<file path="src/rtl/fp_mul_seq.sv">
// Sequential binary16 multiplier with a shift-add significand loop.
// Each product is written back through a one-cycle register-file write strobe.
module fp_mul_seq #(
  parameter bit SAT_INF = 1'b1
) (
  input  logic        clk,
  input  logic        reset_n,
  input  logic        start,
  input  logic [15:0] op_a,
  input  logic [15:0] op_b,
  input  logic [3:0]  dest_addr,
  output logic        busy,
  output logic        wr_en,
  output logic [3:0]  wr_addr,
  output logic [15:0] wr_data
);

  typedef enum logic [1:0] {IDLE = 2'd0, MUL = 2'd1, NORM = 2'd2, DONE = 2'd3} state_t;

  state_t      state_r, state_s;
  logic [3:0]  count_r;
  logic [21:0] mcand_r;
  logic [21:0] prod_r;
  logic [10:0] mplier_r;
  logic [4:0]  ea_r, eb_r;
  logic        sign_r;
  logic        pend_r;

  // Exponent 0 is flushed to zero and exponent 31 is inf/NaN; both skip the loop.
  function automatic logic is_special(input logic [15:0] a, input logic [15:0] b);
    return (a[14:10] == 5'd0) || (a[14:10] == 5'h1F) ||
           (b[14:10] == 5'd0) || (b[14:10] == 5'h1F);
  endfunction

  function automatic logic [15:0] special_result(input logic [15:0] a, input logic [15:0] b);
    logic s, za, zb, ia, ib, na, nb;
    s  = a[15] ^ b[15];
    za = (a[14:10] == 5'd0);
    zb = (b[14:10] == 5'd0);
    ia = (a[14:10] == 5'h1F) && (a[9:0] == 10'd0);
    ib = (b[14:10] == 5'h1F) && (b[9:0] == 10'd0);
    na = (a[14:10] == 5'h1F) && (a[9:0] != 10'd0);
    nb = (b[14:10] == 5'h1F) && (b[9:0] != 10'd0);
    if (na || nb || (ia && zb) || (ib && za)) begin
      return 16'h7E00;
    end else if (ia || ib) begin
      return {s, 15'h7C00};
    end else begin
      return {s, 15'h0000};
    end
  endfunction

  function automatic logic [15:0] normalize(input logic [21:0] p, input logic [4:0] ea,
                                            input logic [4:0] eb, input logic s);
    logic signed [6:0] e;
    logic [9:0]        m;
    if (p[21]) begin
      m = p[20:11];
      e = $signed({2'b00, ea}) + $signed({2'b00, eb}) - 7'sd14;
    end else begin
      m = p[19:10];
      e = $signed({2'b00, ea}) + $signed({2'b00, eb}) - 7'sd15;
    end
    if (e <= 7'sd0) begin
      return {s, 15'h0000};
    end else if (e >= 7'sd31) begin
      return SAT_INF ? {s, 15'h7C00} : {s, 15'h7BFF};
    end else begin
      return {s, e[4:0], m};
    end
  endfunction

  // State register; busy tracks the state being entered so it is itself a flop.
  always_ff @(posedge clk or negedge reset_n) begin
    if (!reset_n) begin
      state_r <= IDLE;
      busy    <= 1'b0;
    end else begin
      state_r <= state_s;
      busy    <= (state_s != IDLE);
    end
  end

  // Next-state logic.
  always_comb begin
    state_s = state_r;
    case (state_r)
      IDLE: begin
        if (start) begin
          state_s = is_special(op_a, op_b) ? DONE : MUL;
        end else begin
          state_s = IDLE;
        end
      end
      MUL: begin
        if (count_r == 4'd10) begin
          state_s = NORM;
        end else begin
          state_s = MUL;
        end
      end
      NORM:    state_s = DONE;
      DONE: begin
        if (pend_r) begin
          state_s = DONE;
        end else begin
          state_s = IDLE;
        end
      end
      default: state_s = IDLE;
    endcase
  end

  // Datapath and write-port registers; pend_r delays the special-case strobe by one cycle.
  always_ff @(posedge clk or negedge reset_n) begin
    if (!reset_n) begin
      wr_en    <= 1'b0;
      wr_addr  <= 4'd0;
      wr_data  <= 16'd0;
      count_r  <= 4'd0;
      mcand_r  <= 22'd0;
      prod_r   <= 22'd0;
      mplier_r <= 11'd0;
      ea_r     <= 5'd0;
      eb_r     <= 5'd0;
      sign_r   <= 1'b0;
      pend_r   <= 1'b0;
    end else begin
      wr_en <= 1'b0;
      case (state_r)
        IDLE: begin
          if (start) begin
            sign_r   <= op_a[15] ^ op_b[15];
            ea_r     <= op_a[14:10];
            eb_r     <= op_b[14:10];
            wr_addr  <= dest_addr;
            mcand_r  <= {11'd0, 1'b1, op_a[9:0]};
            mplier_r <= {1'b1, op_b[9:0]};
            prod_r   <= 22'd0;
            count_r  <= 4'd0;
            pend_r   <= is_special(op_a, op_b);
            if (is_special(op_a, op_b)) begin
              wr_data <= special_result(op_a, op_b);
            end
          end
        end
        MUL: begin
          if (mplier_r[0]) begin
            prod_r <= prod_r + mcand_r;
          end
          mcand_r  <= mcand_r << 1;
          mplier_r <= mplier_r >> 1;
          count_r  <= count_r + 4'd1;
        end
        NORM: begin
          wr_data <= normalize(prod_r, ea_r, eb_r, sign_r);
          wr_en   <= (wr_addr != 4'd15);
        end
        DONE: begin
          if (pend_r) begin
            wr_en  <= (wr_addr != 4'd15);
            pend_r <= 1'b0;
          end
        end
        default: begin
          pend_r <= 1'b0;
        end
      endcase
    end
  end

endmodule

</file>
<file path="config.mk">
export PLATFORM = sky130hd
export DESIGN_NAME = fp_mul_seq
export DESIGN_NICKNAME = d
export VERILOG_FILES = /design/src/rtl/fp_mul_seq.sv
export SDC_FILE = /design/constraint.sdc
export NUM_CORES = 1
export LEC_CHECK = 0
export ABC_AREA = 1
export BUFFER_PORTS_ARGS = -buffer_cell sky130_fd_sc_hd__buf_2
export CAP_MARGIN = 20
export CELL_PAD_IN_SITES_DETAIL_PLACEMENT = 1
export CELL_PAD_IN_SITES_GLOBAL_PLACEMENT = 1
export CORE_MARGIN = 2
export CORE_UTILIZATION = 40
export CTS_CLUSTER_DIAMETER = 100
export DETAILED_ROUTE_END_ITERATION = 8
export GPL_ROUTABILITY_DRIVEN = 1
export HOLD_SLACK_MARGIN = 0.06
export PLACE_DENSITY_LB_ADDON = 0.1
export SYNTH_ARGS = -nofsm -noshare
export SYNTH_HDL_FRONTEND = slang
export SYNTH_SLANG_ARGS = --single-unit
</file>
<file path="constraint.sdc">
create_clock -name clk -period 3.55 [get_ports clk]
set_clock_uncertainty 0.15 [all_clocks]
set_input_delay 0.5325 -clock clk [delete_from_list [all_inputs] [get_ports clk]]
set_output_delay 0.5325 -clock clk [all_outputs]
set_load 0.02 [all_outputs]
</file>
# After elaboration in Yosys (flattened, before gate mapping)
# Index checks and enable logic that the tools add are counted.
[classes] addsub=5 n_mul=0 div=0 magnitude_cmp=2 eq_ne=10 shifts=0 mux=28 bitwise=1 reduce_logical=29
[op_table] op="one-hot mux 22 bit (2 select lines)" count=2
[op_table] op="2-to-1 mux 22 bit" count=3
[op_table] op="2-to-1 mux 16 bit" count=3
[op_table] op="2-to-1 mux 15 bit" count=3
[op_table] op="one-hot mux 16 bit (2 select lines)" count=1
[op_table] op="adder 22 bit" count=1
[op_table] op="one-hot mux 11 bit (2 select lines)" count=1
[op_table] op="logical NOT 10 bit" count=2
[op_table] op="nonzero test 10 bit" count=2
[op_table] op="2-to-1 mux 7 bit" count=2
[op_table] op="2-to-1 mux 11 bit" count=1
[op_table] op="== test 5 bit, second input constant" count=2
[op_table] op="logical NOT 5 bit" count=2
[op_table] op="2-to-1 mux 10 bit" count=1
[op_table] op="2-to-1 mux 2 bit" count=4
[op_table] op="one-hot mux 2 bit (4 select lines)" count=1
[op_table] op="one-hot mux 4 bit (2 select lines)" count=1
[op_table] op="nonzero test 2 bit" count=4
[op_table] op="greater-or-equal comparator 7 x 6 -> 1 bit, second input constant" count=1
[op_table] op="less-or-equal comparator 7 x 1 -> 1 bit, second input constant" count=1
[op_table] op="logical OR 1 bit" count=7
[op_table] op="subtractor 6 x 4 -> 7 bit, second input constant" count=1
[op_table] op="subtractor 7 x 5 -> 7 bit, second input constant" count=1
[op_table] op="adder 5 x 5 -> 6 bit" count=1
[op_table] op="other kinds (14)" count=27
[word_totals] register_bits=95 latch_bits=0 ram_bits=0 rom_bits=0 input_bits=39 output_inout_bits=22 word_cells=88 mem_count=0

# Longest topological paths before layout
# Gate-level depths: netlist (run 1).
[logic_depth] word_depth=9 depth_mapped=18 depth_no_buf=18

# Worst setup path after synthesis (run 1)
# No wires, ideal clock.
[synth_timing] path_kind="register to register" from="register ea_r[0]" to="register wr_data[8]" setup_ns=0.124 t_arrival_ns=2.234 required_time_ns=3.276 slack_ns=1.042 stages_incl_launch_ff=18 n_path_buf=0 synth_period_minus_slack_ns=2.508 cell_sequence="dfrtp_1 -> ha_1 -> fa_1 -> ha_1 -> inv_1 -> nor2_2 -> nor2_1 -> nor2_2 -> nand3_1 -> nand2_1 -> nor2_2 -> inv_1 -> nand2_1 -> inv_1 -> nand2_1 -> inv_2 -> nand2_4 -> o21ai_2"
[synth_between] elab_chain_len=8 word_cells_on_any_way=10 classes_between="3 x add/sub; 2 x order compare; 5 x mux"
[synth_lines] item="start, declared" line_no="25" text="logic [4:0] ea_r, eb_r;"
[synth_lines] item="start signal, assigned" line_no="134" text="ea_r <= op_a[14:10];"
[synth_lines] item="adder 5 x 5 -> 6 bit *" line_no="59, 62"
[synth_lines] item="subtractor 7 x 5 -> 7 bit / subtractor 6 x 4 -> 7 bit (equally long branches)" line_no="59, 62"
[synth_lines] item="2-to-1 mux 7 bit *" line_no="57" text="if (p[21]) begin"
[synth_lines] item="2-to-1 mux 7 bit *" line_no="130" text="case (state_r)"
[synth_lines] item="greater-or-equal comparator 7 x 6 -> 1 bit" line_no="66" text="end else if (e >= 7'sd31) begin"
[synth_lines] item="2-to-1 mux 15 bit" line_no="66"
[synth_lines] item="2-to-1 mux 15 bit *" line_no="64" text="if (e <= 7'sd0) begin"
[synth_lines] item="one-hot mux 16 bit (2 select lines) *" line_no="130"
[synth_lines] item="end signal, assigned" line_no="143" text="wr_data <= special_result(op_a, op_b);"
[synth_lines] item="end signal, assigned" line_no="156" text="wr_data <= normalize(prod_r, ea_r, eb_r, sign_r);"
[synth_lines] item="end, declared" line_no="15" text="output logic [15:0] wr_data"
# Mark *: on every way between the ends. The rest lies on a longest branch, timed or not. The select of a mux whose other input is x is not followed.
# A chain may end at the register's enable or synchronous reset.

# Worst setup path after layout (run 1)
[layout_timing] from="register ea_r[0]" to="register wr_data[6]"
# Same word-level chain as after synthesis.

==> run summary, run 1 <==
H-tree depth - 3
Vias in the first global route - 5367
Die Width - 122.0 um
Arr. time, crit path - 2920 ps
Fmax - 0.3517 GHz
Final Hold Vio Count - 0
Mapped Cells - 712
Met3 Resource Use GR - 0.03184
Most frequent cells after synthesis - nand2_1 (184), dfrtp_1 (95), inv_1 (90)
Hold WC Path Type - input pin to async pin
Top cells by area, synth - dfrtp_1 (43%), nand2_1 (12%), ha_1 (6.7%), o21ai_0 (6.4%), inv_1 (6.1%)
Worst EP required - 3630 ps
P&R area growth vs syn - 15.29%
Worst-Margin Slew - 998.5 ps
Synthesis-stage register bit count - 95
Share of the synthesized area in the top cell type - 0.4267
GR Overflow Total - 0
CTS tree - yes
Worst r2r dst - wr_data[6]
Inst Count DP - 941
Largest net degree at the start of global routing - 53
Flop-to-flop setup slack - 710 ps
1st-pass router iterations - 4
Met1 Use GR - 0.2813
Num CTS Buffers - 9
Port buffer count - 60
DRT iter0 DRCs - 156
Ant. Diodes - 0
Synth Cell Area - 5572 um2
Most common cell in the netlist - nand2_1
Final slew viol count - 0
Fin crit period - 2844 ps
Ys Warns - 0
Starting Density - 0.4061
Cell Pwr Density - 1085 nW/um2
Die height - 122.0 um
Rows - 43
Setup bufs post-CTS - 0
Nets - 843
Sequential share of the synthesized area - 0.4267
First-pass GRT wire length - 25490 um
Final period util - 0.8010
Mapped Avg Cell Area - 7.825 um2
Drt wl/cell - 15.61 um
Post-synth EDFFs - 0
Finished Cell Area - 6424 um2
P_leak - 0.003246 uW
Worst setup SP type - register
Ratio of cells with drive above 1 in the final layout - 0.1351
Most Crowded Layer GR - met2
Final cell count without fillers - 957
Die footprint - 14890 um2
GRT Resource Usage Total - 0.2158
Met2 Track Usage GR - 0.3715
Post-Syn Nets - 783
FF-to-FF path depth - 17
HPWL Detailed - 11650 um
Max Cap Viol - 0
Max IR drop VDD - 0.0004015 V
# hold bufs at CTS - 0
# DRC - 0
Clock buffer depth - 2
Sinks on Clock Net - 95
Total wire length - 14930 um
Initial antenna violation count - 0
Root Buffer - clkbuf_16
Async SR Flop Fraction - 1.000
Routed via count - 4992
Worst Setup Path Type - register to register
Via/cell ratio - 5.216
GPL Wtd Cong - 0.8618
CTS resizes - 0
Clock slew at reported path FFs - 70 ps
Worst rel slew slack - 0.3336
Routed Antenna Nets - 0
Crit. End Element - register
Setup Viol. Count Final - 0
Main synth FF type - dfrtp_1
Clk_lat worst skew - 350 ps
Crit path max fanout - 9
Status - finished clean
Setup Total Neg Slack - 0 ps
Num ports - 61
Post-synth cell types - 44
RSZ-0062 raised after global routing - false
Area leader, netlist - dfrtp_1
R2r startpoint - ea_r[0]
Area post-placement - 6078 um2
CORE AREA - 13720 um2
layout make-up:
class,instances,area (um2)
clock inverter,6,116.4
inverter,92,345.3
fill,1734,7296
sequential,95,2377
clock buffer,10,229.0
tap,180,225.2
multi-input combinational,506,2768
timing repair buffer,68,362.8
worst max path at each step:
stage | startpoint | to | slack [ps] | depth (start not counted)
after global placement | ea_r[0] | wr_data[8] | 880 | 17
after CTS | ea_r[0] | wr_data[6] | 700 | 17
after global routing | ea_r[0] | wr_data[9] | 480 | 17
after detailed placement | ea_r[0] | wr_data[6] | 780 | 17
final | ea_r[0] | wr_data[6] | 710 | 17
after floorplan | ea_r[0] | wr_data[8] | 1040 | 17
per-layer routing:
metal  share of wire  vias up
li1                -     2493
met1            0.47     2415
met2            0.49       67
met3           0.024       17
met4           0.015        0
met5               0        -
worst max-delay path, stage by stage, from the launching register on:
cell     delay, ps
dfrtp_1        390
ha_1           240
fa_1           490
ha_1           220
inv_1          100
nor2_2          50
nor2_1         160
nor2_2          50
nand3_1         80
nand2_1         80
nor2_2         150
inv_1           90
nand2_1         60
inv_1           50
nand2_1         70
inv_2           70
nand2_4        150
o21ai_2         70
sequential cells by signal (all words and copies together), names as in the netlist, 2 cells and up:
register  cells
prod_r       22
ea_r          5
mcand_r      22
count_r       4
eb_r          5
state_r       2
wr_addr       4
wr_data      16
mplier_r     11
cells by family after synthesis:
family | Yosys count | share of synthesized area
AOI/OAI and AO/OA | 166 | 0.1763
xor gates and xnor gates | 7 | 0.01100
adders and majority gates | 32 | 0.07456
buffers and inverters | 111 | 0.07658
DFF | 95 | 0.4267
muxes | 8 | 0.01437
and+or+nand+nor | 293 | 0.2205
power by group:
| group | total, uW | switching [uW] | internal, uW | leakage [uW] |
|---|---|---|---|---|
| sequential | 1940 | 356 | 1590 | 0.00119 |
| clock | 1120 | 426 | 695 | 0.000168 |
| combinational | 3910 | 2560 | 1350 | 0.00189 |
| total | 6970 | 3340 | 3630 | 0.00325 |
through the flow:
step / total power [uW] / setup WS, ps / utilization / hold slack (ps)
2_1_floorplan: 4785 / 1042 / - / 86.91
3_5_place_dp: 5865 / 776.2 / 0.4430 / 319.3
4_1_cts: 7063 / 703.6 / 0.4682 / 111.3
5_1_grt: 7694 / 478.2 / 0.4682 / 137.7
6_report: 6969 / 706.3 / 0.4682 / 91.36
3_3_place_gp: 5680 / 880.0 / 0.4430 / 312.1
cells in the final DEF (no fill, tap or decap), types with 9 or more instances in the layout:
cell         n
clkbuf_16    9
o211ai_1    22
ha_1        30
inv_1       90
nand2_1    184
dfrtp_1     95
o22ai_1     12
buf_4        9
nand3_1     34
o21ai_0     71
o21ai_2      9
a21oi_1     35
nor2_1      45
buf_2       59
Note: power is estimated with default switching activity, not from simulation.
==> run 2: changes to the inputs <==
==> constraint.sdc (replaced) <==
create_clock -name clk -period 2.8 [get_ports clk]
set_clock_uncertainty 0.15 [all_clocks]
set_input_delay 0.42 -clock clk [delete_from_list [all_inputs] [get_ports clk]]
set_output_delay 0.42 -clock clk [all_outputs]
set_load 0.02 [all_outputs]
==> run 2 against run 1 <==
The run now ends with negative setup slack left. Sequential cell count unchanged. Setup slack worse by 760 ps. Clock power up 8%. Critical path depth unchanged. Total power is 28% higher. First-iteration DRC count up 17%. Count of clock-buffer cells in the layout down 1. Via count down 0.28%.
==> run summary, run 2 (synthesis results as in run 1) <==
Most common cell on crit path - nand2_2
Max Cap Viol - 0
Max IR drop VDD - 0.0004811 V
Buf+Inv Stages, Crit Path - 2
CTS tree - yes
Nets - 849
Die height - 122.0 um
GRT Resource Usage Total - 0.2107
Starting Density - 0.4061
H-tree depth - 3
Worst Setup Path Type - register to register
Routed via count - 4978
Flop-to-flop setup slack - -50 ps
Port buffer count - 60
Rows - 43
Worst rel slew slack - 0.4305
Vias in the first global route - 5203
Setup Viol. Count Final - 11
Worst setup SP type - register
Sinks on Clock Net - 95
Top Registers - mcand_r x22, prod_r x22, wr_data x16
Finished Cell Area - 6514 um2
Commonest non-fill, non-tap cell in the layout - nand2_1
Status - finished with violations
CP Depth - 17
Ant. Diodes - 0
Clk_lat worst skew - 360 ps
Worst Setup EP - wr_data[13]
Critical path origin - eb_r[0]
Routed Antenna Nets - 0
Most frequent cells in the layout - nand2_1 (177), dfrtp_1 (95), inv_1 (87), o21ai_0 (71), buf_2 (59)
Pwr Total - 8940 uW
GR Overflow Total - 0
# DRC - 0
Fin crit period - 2850 ps
Worst path cell trace - ha_2 -> fa_1 -> ha_2 -> inv_2 -> nor2_2 -> nor2_1 -> nor2_2 -> inv_1 -> nor2_1 -> nand2_1 -> nand2_2 -> nand2_2 -> o21ai_2 -> nand2_4 -> nand2_2 -> nand2_2 -> a21oi_2
Crit. End Element - register
Largest net degree at the start of global routing - 47
Hold WC Path Type - input pin to register
Arr. time, crit path - 2980 ps
Crit path max fanout - 4
GPL Wtd Cong - 0.8449
Worst EP required - 2930 ps
Drt wl/cell - 15.35 um
DRT iter0 DRCs - 182
Delay-heaviest family, CP - adder cells
Slowest CP cell - fa_1
Clock slew at reported path FFs - 70 ps
Fmax - 0.3509 GHz
Hold path depth - 3
Hold Crit Start - dest_addr[2]
Die Width - 122.0 um
Ratio of cells with drive above 1 in the final layout - 0.1648
Final period util - 1.018
Root Buffer - clkbuf_16
Via/cell ratio - 5.169
Final Hold Vio Count - 0
CORE AREA - 13720 um2
Cell Pwr Density - 1373 nW/um2
Final slew viol count - 0
1st-pass router iterations - 4
P&R area growth vs syn - 16.91%
Total wire length - 14780 um
RSZ-0062 raised after global routing - true
Fill cells - 1715
Fin worst setup slack - -49.92 ps
Crit-path max cell delay - 590 ps
FF-to-FF path depth - 17
Clock buffer depth - 2
Initial antenna violation count - 0
Worst-Margin Slew - 851.0 ps
HPWL Detailed - 11320 um
Area post-placement - 6118 um2
Num ports - 61
Num CTS Buffers - 9
Failing checks - negative setup slack
Worst r2r dst - wr_data[13]
Die footprint - 14890 um2
P_leak - 0.003247 uW
First-pass GRT wire length - 24730 um
R2r startpoint - eb_r[0]
-- run 2: report_power, final --
group,total (uW),internal [uW],switching (uW)
clock,1210,620,592
sequential,2430,2010,418
combinational,5300,1840,3460
total,8940,4470,4470
-- run 2: worst reg2reg max path, delay by kind of cell (launching register included) --
family	cells	cell delay [ps]
fa+ha+maj	3	990
simple gates	10	870
flops	1	380
compound gates	2	300
buf+inv	2	90
-- run 2: per-stage QoR --
step	hold slack, ps	util	setup TNS, ps	instances	setup slack (ps)
after CTS	101.0	0.4676	0	960	2.144
after global placement	310.6	0.4460	0	943	137.6
final	114.2	0.4748	-245.6	963	-49.92
after global routing	111.5	0.4748	-2687	963	-225.7
after detailed placement	314.5	0.4460	0	943	10.87
after floorplan	-25.59	-	0	712	291.9
-- run 2: repair_timing --
| item | 4_1_cts | 5_1_grt |
|---|---|---|
| hold endpoints to repair | 44 | 0 |
| endpoints found under the setup margin | 2 | 15 |
| gates resized for setup | 0 | 24 |
| buffers inserted | 0 | 3 |
| pin swaps | 1 | 14 |
| cloned | 0 | 0 |
| hold buffers | 1 | 0 |
-- run 2: cell type report --
class,count,area [um2],area share
flip-flops and latches,95,2377,0.3650
repair buffers,74,435.4,0.06685
multi-input cells,506,2839,0.4358
clock buffers,9,225.2,0.03458
well taps,180,225.2,0.03458
inverters,92,350.3,0.05378
clock inverters,7,61.31,0.009412
-- run 2: worst min-delay path by stage --
stage	endpoint	slack [ps]
final	wr_addr[2]	110
after detailed placement	wr_data[6]	310
after global placement	wr_data[3]	310
after CTS	wr_addr[0]	100
after global routing	wr_addr[2]	110
after floorplan	busy	-30
-- run 2: routing by layer --
metal | global-route usage | wire [um] | up-vias
met4 | 0.07184 | 275 | 0
met1 | 0.2836 | 7064 | 2383
met2 | 0.3457 | 7038 | 71
met5 | 0 | 0 | -
li1 | - | - | 2502
met3 | 0.03371 | 401 | 22
